### src/rtl/uart_tx_pkg.sv
// Shared definitions for the RS232 transmit path: clock rate, parity modes, FSM states.
// Also holds the elaboration-time helpers for bit timing and parity.
package uart_tx_pkg;

    localparam int unsigned MCLK_HZ  = 25_175_000;

    localparam int unsigned PAR_NONE = 0;
    localparam int unsigned PAR_ODD  = 1;
    localparam int unsigned PAR_EVEN = 2;

    typedef enum logic [2:0] {
        S_IDLE  = 3'd0,
        S_START = 3'd1,
        S_DATA  = 3'd2,
        S_PAR   = 3'd3,
        S_STOP  = 3'd4
    } state_t;

    // Clocks per bit, rounded to nearest.
    function automatic int unsigned baud_div(input int unsigned clk_hz, input int unsigned baud);
        return (clk_hz + baud / 2) / baud;
    endfunction

    function automatic logic parity_bit(input logic [7:0] d, input int unsigned mode);
        return (mode == PAR_ODD) ? ~^d : ^d;
    endfunction

endpackage

### src/rtl/uart_tx_baud_gen.sv
// Bit-period timer: counts 0..DIV-1 and emits a one-cycle tick on the last count.
// Held at zero while clr is high, so the first tick lands DIV clocks after clr drops.
module baud_gen #(
    parameter int unsigned DIV = 8
) (
    input  logic MCLK,
    input  logic RST_N,
    input  logic clr,
    output logic tick
);

    localparam int unsigned     CW   = (DIV > 1) ? $clog2(DIV) : 1;
    localparam logic [CW-1:0]   LAST = CW'(DIV - 1);

    logic [CW-1:0] r_cnt;

    always_ff @(posedge MCLK) begin
        if (!RST_N) begin
            r_cnt <= '0;
        end else if (clr || (r_cnt == LAST)) begin
            r_cnt <= '0;
        end else begin
            r_cnt <= r_cnt + 1'b1;
        end
    end

    assign tick = !clr && (r_cnt == LAST);

endmodule

### src/rtl/uart_tx.sv
// RS232 transmitter: valid/ready byte input, 8-bit LSB-first frames, optional parity, 1 or 2 stop bits.
// States: IDLE wait for byte | START start bit | DATA 8 data bits | PAR parity bit | STOP stop bit(s)
module uart_tx
    import uart_tx_pkg::*;
#(
    parameter int unsigned CLK_HZ    = MCLK_HZ,
    parameter int unsigned BAUD      = 9600,
    parameter int unsigned PARITY    = PAR_NONE,
    parameter int unsigned STOP_BITS = 1
) (
    input  logic       MCLK,
    input  logic       RST_N,
    input  logic [7:0] DATA,
    input  logic       VALID,
    output logic       READY,
    input  logic       CTS_N,
    output logic       TX,
    output logic       BUSY
);

    localparam int unsigned DIV       = baud_div(CLK_HZ, BAUD);
    localparam logic        STOP_LAST = (STOP_BITS == 2) ? 1'b1 : 1'b0;

    generate
        if (PARITY > PAR_EVEN) begin : g_bad_parity
            $error("uart_tx: PARITY must be 0 (none), 1 (odd) or 2 (even)");
        end
        if ((STOP_BITS < 1) || (STOP_BITS > 2)) begin : g_bad_stop
            $error("uart_tx: STOP_BITS must be 1 or 2");
        end
        if (DIV < 2) begin : g_bad_div
            $error("uart_tx: CLK_HZ/BAUD gives fewer than 2 clocks per bit");
        end
    endgenerate

    state_t     r_state;
    logic [7:0] r_shift;
    logic       r_par;
    logic [2:0] r_bit_idx;
    logic       r_stop_idx;
    logic       r_tx;
    logic       r_cts_meta;
    logic       r_cts_s;

    state_t     w_state_nxt;
    logic [7:0] w_shift_nxt;
    logic       w_par_nxt;
    logic [2:0] w_bit_idx_nxt;
    logic       w_stop_idx_nxt;
    logic       w_tx_nxt;
    logic       w_accept;
    logic       w_tick;
    logic       w_baud_clr;

    // Timer is parked in IDLE, so the accept edge starts the start bit from count 0.
    assign w_baud_clr = (r_state == S_IDLE);

    baud_gen #(
        .DIV (DIV)
    ) u_baud_gen (
        .MCLK  (MCLK),
        .RST_N (RST_N),
        .clr   (w_baud_clr),
        .tick  (w_tick)
    );

    assign READY    = (r_state == S_IDLE) && !r_cts_s;
    assign w_accept = VALID && READY;
    assign BUSY     = (r_state != S_IDLE);
    assign TX       = r_tx;

    always_ff @(posedge MCLK) begin
        if (!RST_N) begin
            r_cts_meta <= 1'b1;
            r_cts_s    <= 1'b1;
            r_state    <= S_IDLE;
            r_shift    <= '0;
            r_par      <= 1'b0;
            r_bit_idx  <= '0;
            r_stop_idx <= 1'b0;
            r_tx       <= 1'b1;
        end else begin
            r_cts_meta <= CTS_N;
            r_cts_s    <= r_cts_meta;
            r_state    <= w_state_nxt;
            r_shift    <= w_shift_nxt;
            r_par      <= w_par_nxt;
            r_bit_idx  <= w_bit_idx_nxt;
            r_stop_idx <= w_stop_idx_nxt;
            r_tx       <= w_tx_nxt;
        end
    end

    always_comb begin
        w_state_nxt    = r_state;
        w_shift_nxt    = r_shift;
        w_par_nxt      = r_par;
        w_bit_idx_nxt  = r_bit_idx;
        w_stop_idx_nxt = r_stop_idx;
        w_tx_nxt       = 1'b1;

        unique case (r_state)
            S_IDLE: begin
                if (w_accept) begin
                    w_state_nxt    = S_START;
                    w_shift_nxt    = DATA;
                    w_par_nxt      = parity_bit(DATA, PARITY);
                    w_bit_idx_nxt  = '0;
                    w_stop_idx_nxt = 1'b0;
                end
            end
            S_START: begin
                if (w_tick) begin
                    w_state_nxt = S_DATA;
                end
            end
            S_DATA: begin
                if (w_tick) begin
                    if (r_bit_idx == 3'd7) begin
                        w_state_nxt = (PARITY == PAR_NONE) ? S_STOP : S_PAR;
                    end else begin
                        w_shift_nxt   = {1'b0, r_shift[7:1]};
                        w_bit_idx_nxt = r_bit_idx + 3'd1;
                    end
                end
            end
            S_PAR: begin
                if (w_tick) begin
                    w_state_nxt = S_STOP;
                end
            end
            S_STOP: begin
                if (w_tick) begin
                    if (r_stop_idx == STOP_LAST) begin
                        w_state_nxt = S_IDLE;
                    end else begin
                        w_stop_idx_nxt = 1'b1;
                    end
                end
            end
            default: begin
                w_state_nxt = S_IDLE;
            end
        endcase

        // TX is a function of where the FSM lands, so the line changes on the same edge as the state.
        case (w_state_nxt)
            S_START: w_tx_nxt = 1'b0;
            S_DATA:  w_tx_nxt = w_shift_nxt[0];
            S_PAR:   w_tx_nxt = w_par_nxt;
            default: w_tx_nxt = 1'b1;
        endcase
    end

endmodule

### config.mk
export PLATFORM = sky130hd
export DESIGN_NAME = uart_tx
export DESIGN_NICKNAME = d
export VERILOG_FILES = /design/src/rtl/uart_tx_pkg.sv /design/src/rtl/uart_tx_baud_gen.sv /design/src/rtl/uart_tx.sv
export SDC_FILE = /design/constraint.sdc
export NUM_CORES = 1
export LEC_CHECK = 0
export ABC_CLOCK_PERIOD_IN_PS = 3800
export CORE_UTILIZATION = 59
export CTS_BUF_LIST = sky130_fd_sc_hd__clkbuf_16
export CTS_CLUSTER_DIAMETER = 30
export DETAILED_ROUTE_END_ITERATION = 10
export PLACE_DENSITY = 0.91
export SYNTH_ARGS = -nofsm -noshare
export SYNTH_HDL_FRONTEND = slang
export SYNTH_SLANG_ARGS = --single-unit
### constraint.sdc
create_clock -name MCLK -period 3.8 [get_ports MCLK]
set_input_delay 0.38 -clock MCLK [delete_from_list [all_inputs] [get_ports MCLK]]
set_output_delay 0.38 -clock MCLK [all_outputs]
set_load 0.005 [all_outputs]
# Yosys cells after proc, flatten, opt, wreduce, memory -nomap -nowiden

Index checks and enable logic that the tools add are counted.

Add/subtract/negate cells: 2
Eq/ne operators: 13
Mux-type cells: 23
Bitwise operators: 1
Reduce and logical (&&, ||, !) cells: 14

Operators with widths:

| operator                | count |
|---|---|
| $mux W3                 | 10 |
| $mux W8                 | 3 |
| $pmux W8 S2             | 1 |
| $pmux W3 S5             | 1 |
| $add A12 B1 Y12 const B | 1 |
| $eq A12 B12 Y1 const B  | 1 |
| $eq A3 B2 Y1 const B    | 4 |
| $reduce_xor A8 Y1       | 1 |
| $eq A3 B1 Y1 const B    | 2 |
| $eq A3 B3 Y1 const B    | 2 |
| $pmux W3 S2             | 1 |
| $mux W1                 | 5 |
| $ne A2 B1 Y1 const B    | 2 |
| $ne A2 B2 Y1 const B    | 2 |
| $reduce_and A4 Y1       | 1 |
| $reduce_bool A2 Y1      | 2 |
| $add A3 B1 Y3 const B   | 1 |
| $logic_and A1 B1 Y1     | 3 |
| $logic_not A3 Y1        | 1 |
| $pmux W1 S3             | 1 |
| $reduce_and A3 Y1       | 1 |
| $reduce_bool A3 Y1      | 1 |
| $logic_not A1 Y1        | 2 |
| $pmux W1 S2             | 1 |
| 3 further kinds         | 3 |

Flip-flop bits (word level): 31
Bits of input ports: 12
Output and inout bits: 3
Logic and storage cells: 63

# Logic depth before layout (Yosys ltp)

Word-level depth: 7
Mapped depth: 8

# Cells and area by module

A second synthesis with hierarchy kept.

Cell total of the unflattened synthesis: 155
Area total of the unflattened synthesis: 1481.4 um2

Modules (own cells, without submodules):

| module   | times used | cells each | area an instance (um2) | sequential area each (um2) |
|---|---|---|---|---|
| uart_tx  | 1          | 93         | 897.1                  | 360.3 |
| baud_gen | 1          | 62         | 584.3                  | 240.2 |

# Least setup slack after synthesis

No wires, ideal clock.

Kind: reg-to-reg
Start point: register u_baud_gen.r_cnt[0]
End point: register r_shift[2]
Setup time: 125 ps
Arrival time: 1569 ps
Data required time: 3675 ps
Path slack: 2105 ps
Stages on the path, launching flop included: 8
Buffers on the path: 1
Period minus slack after synthesis: 1695 ps
Cells stage by stage: dfxtp_1 > ha_1 > and4bb_2 > nand3_2 > o2bb2ai_2 > buf_6 > a222oi_1 > nor2b_1

Word-level cells in the longest chain between the ends: 4

Ends and longest elaborated chain:

| element                            | line                   | source |
|---|---|---|
| start, declared                    | uart_tx_baud_gen.sv:15 | `logic [CW-1:0] r_cnt;` |
| start signal, assigned             | uart_tx_baud_gen.sv:23 | `r_cnt <= r_cnt + 1'b1;` |
| $eq A12 B12 Y1                     | uart_tx_baud_gen.sv:27 | `assign tick = !clr && (r_cnt == LAST);` |
| $logic_and A1 B1 Y1                | uart_tx_baud_gen.sv:27 |  |
| $ne A2 B1 Y1 (no source line)      | --                     |  |
| $reduce_and A4 Y1 (no source line) | --                     |  |
| end signal, assigned               | uart_tx.sv:86          | `r_shift <= w_shift_nxt;` |
| end, declared                      | uart_tx.sv:37          | `logic [7:0] r_shift;` |

Every way passes these cells.
A chain may end at the register's enable or synchronous reset.

# Worst setup path after layout

Start point: register r_state[2]
End point: output READY

Word-level cells in the longest chain between the ends: 2

Ends and longest elaborated chain:

| element                | line          | source |
|---|---|---|
| start, declared        | uart_tx.sv:36 | `state_t r_state;` |
| start signal, assigned | uart_tx.sv:85 | `r_state <= w_state_nxt;` |
| $logic_not A3 Y1       | uart_tx.sv:67 | `assign READY = (r_state == S_IDLE) && !r_cts_s;` |
| $logic_and A1 B1 Y1    | uart_tx.sv:67 |  |
| end, declared          | uart_tx.sv:15 | `output logic READY,` |

Every way passes these cells.

==> results.yml <==
global_route:
  grt_pass1_vias: 1112
  grt_max_degree: 19
  antenna_found_initial: 0
  track_usage_pct: 26.34
  overflow: 0
  grt_first_pass_wirelength_um: 4878
final_layout:
  layout-drive-gt1-share_pct: 9.816
  layout_common_cells: "dfxtp_1, nor2_1, clkdlybuf4s50_1, nor2b_1, xnor2_1"
  regArea_um2: 600.6
  nFillCells: 167
  multiInputGateArea_um2: 764.5
  area_delta_synth_final_pct: 18.79
  antenna_cells: 0
  final_common_cell: "dfxtp_1"
  nets: 178
  utilization_pct: 75.08
synthesis:
  synthTopCellsByArea: "dfxtp_1, xnor2_1, nor2b_1"
  synth_edf_count: 0
  synth_seq_cells: 30
  synth_cell_types: 38
  synth-seq-area-share_pct: 42.14
  synth_fp_nets: 164
  ys_async_sr_fraction_pct: 0
  yosysWarnings: 0
  syn_area_per_cell_um2: 9.629
  syn_area_um2: 1425
  yosysTopAreaCell: "dfxtp_1"
  netlist_instances: 148
  synth_top_cell_area_share_pct: 42.14
  synthFlopType: "dfxtp_1"
setup_path:
  slowest_delay_ns: 0.50
  worstPathCellList: "or3_4 > nor2_1 > clkdlybuf4s50_1"
  cp_top_family: "simple AND/OR/NAND/NOR gates"
  cp_max_fo: 8
  start_kind: "register"
  crit_path_end_kind: "primary output"
  crit_buf_inv: 1
  setup.worst_path.class: "reg2out"
  cp_slowest_cell: "clkdlybuf4s50_1"
  arrival_ns: 1.72
  required_ns: 3.42
  reg2reg_slack_ns: 1.82
timing:
  skew_ns: 0.004334
  whs_ns: 0.4076
  hold_viol: 0
  period_share_pct: 55.31
  slew_headroom_pct: 64.65
  finalSetupViolCount: 0
  worst_slack_ns: 1.698
  finalCriticalPeriod_ns: 2.102
  rsz0062_at_grt: "no"
  worst_slew_pin_slew_ns: 0.5287
  max_freq_mhz: 475.8
  totalNegativeSetupSlack_ns: 0
  slew_violations: 0
routing:
  num_vias: 1128
  viasPerCell: 5.906
  drc: 0
  dr.pass1.iters: 5
  wire_per_inst_um: 14.80
  routed_wl_um: 2827
  antenna_left: 0
  drtIter0Drc: 22
placement:
  place_ws_ns: 1.722
  port_buffers: 14
  dpl.hpwl_um: 1959
  gp_congestion: 0.8443
clocking:
  cts_buffers: 5
  clk_path_buf_depth: 2
  clock_latency_ns: 0.27
  clk_pin_slew_worst_paths_ns: 0.05
  cts-resized-gates: 0
  ctsHtreeMaxLevel: 2
  cts.sinks: 30
  hold_buffers: 0
  postCtsSetupRepairBufs: 0
  cts_tree: "yes"
  cts_root_buffer: "clkbuf_16"
die:
  dieArea_um2: 2616
  die_x_um: 51.15
  ios: 15
  die_h_um: 51.15
  row_count: 17
  core_um2: 2255
  initial_utilization_pct: 63.21
power:
  totalPowerFinal_w: 0.0007372
  power_density_nw_per_um2: 435.5
  leakage_nw: 0.6015
  irDropWorstVdd_v: 0.0004643
min_path:
  hold_class: "reg2reg"
run:
  cap_viol_max_count: 0
outcome:
  outcome: "finished, final reports clean"
cell families after synthesis:
| kind of cell | synth area share, % |
|---|---|
| and+or+nand+nor | 26.43 |
| xor gates and xnor gates | 10.45 |
| AOI/OAI and AO/OA | 12.55 |
| muxes | 0.7024 |
| adders and majority gates | 3.512 |
| DFF | 42.14 |
| buffers and inverters | 4.214 |
per-stage QoR:
stage / std cells / cell area [um2]
4_1_cts: 191 / 1693
2_1_floorplan: 148 / 1425
3_3_place_gp: 183 / 1555
5_1_grt: 191 / 1693
6_report: 191 / 1693
3_5_place_dp: 183 / 1555
cell type report:
class | instances | share of cell area [%]
Multi-Input combinational cell | 107 | 45.16
Sequential cell | 30 | 35.48
Inverter | 4 | 0.8869
Timing Repair Buffer | 14 | 8.278
Tap cell | 28 | 2.069
Clock inverter | 3 | 0.7391
Clock buffer | 5 | 7.391
cells in the mapped netlist, types with 3 or more instances:
cell type  instances
buf_2              3
nand2b_1           4
a21boi_1           3
xnor2_1           10
dfxtp_1           30
ha_1               4
nor2b_1           10
a222oi_1           6
nand3_1            8
and3_1             5
xor2_1             7
inv_1              4
nor2_1            15
or3_1              4
nand2_1            6
worst paths after layout:
path                                 start  depth (start not counted)         end
worst min-delay path            r_cts_meta                          1     r_cts_s
worst max register to register  r_state[2]                          5  r_shift[3]
worst max-delay path            r_state[2]                          3       READY
worst min register to register  r_cts_meta                          1     r_cts_s
worst reg2reg max path, delay by kind of cell (launching register included):
family / cells / cell delay, ns
compound gates: 2 / 0.62
flops: 1 / 0.38
simple gates: 3 / 0.85
state kept, by name, summed over array words and instances (netlist names):
name	cells
r_shift	8
r_bit_idx	3
TX	1
r_par	1
r_state	3
u_baud_gen.r_cnt	12
r_cts_meta	1
r_cts_s	1
routing by layer:
metal	up-vias	routed length, um	global-route usage (%)
met1	534	1193	29.57
met2	36	1425	42.76
li1	550	-	-
met4	0	58	14.81
met5	-	0	0
met3	8	149	9.524
where the power goes:
group / total, W / internal [W] / switching, W
Sequential: 0.000322 / 0.000320 / 0.00000295
Combinational: 0.0000485 / 0.0000278 / 0.0000207
Clock: 0.000366 / 0.000236 / 0.000130
(Power assumes the default switching activity.)
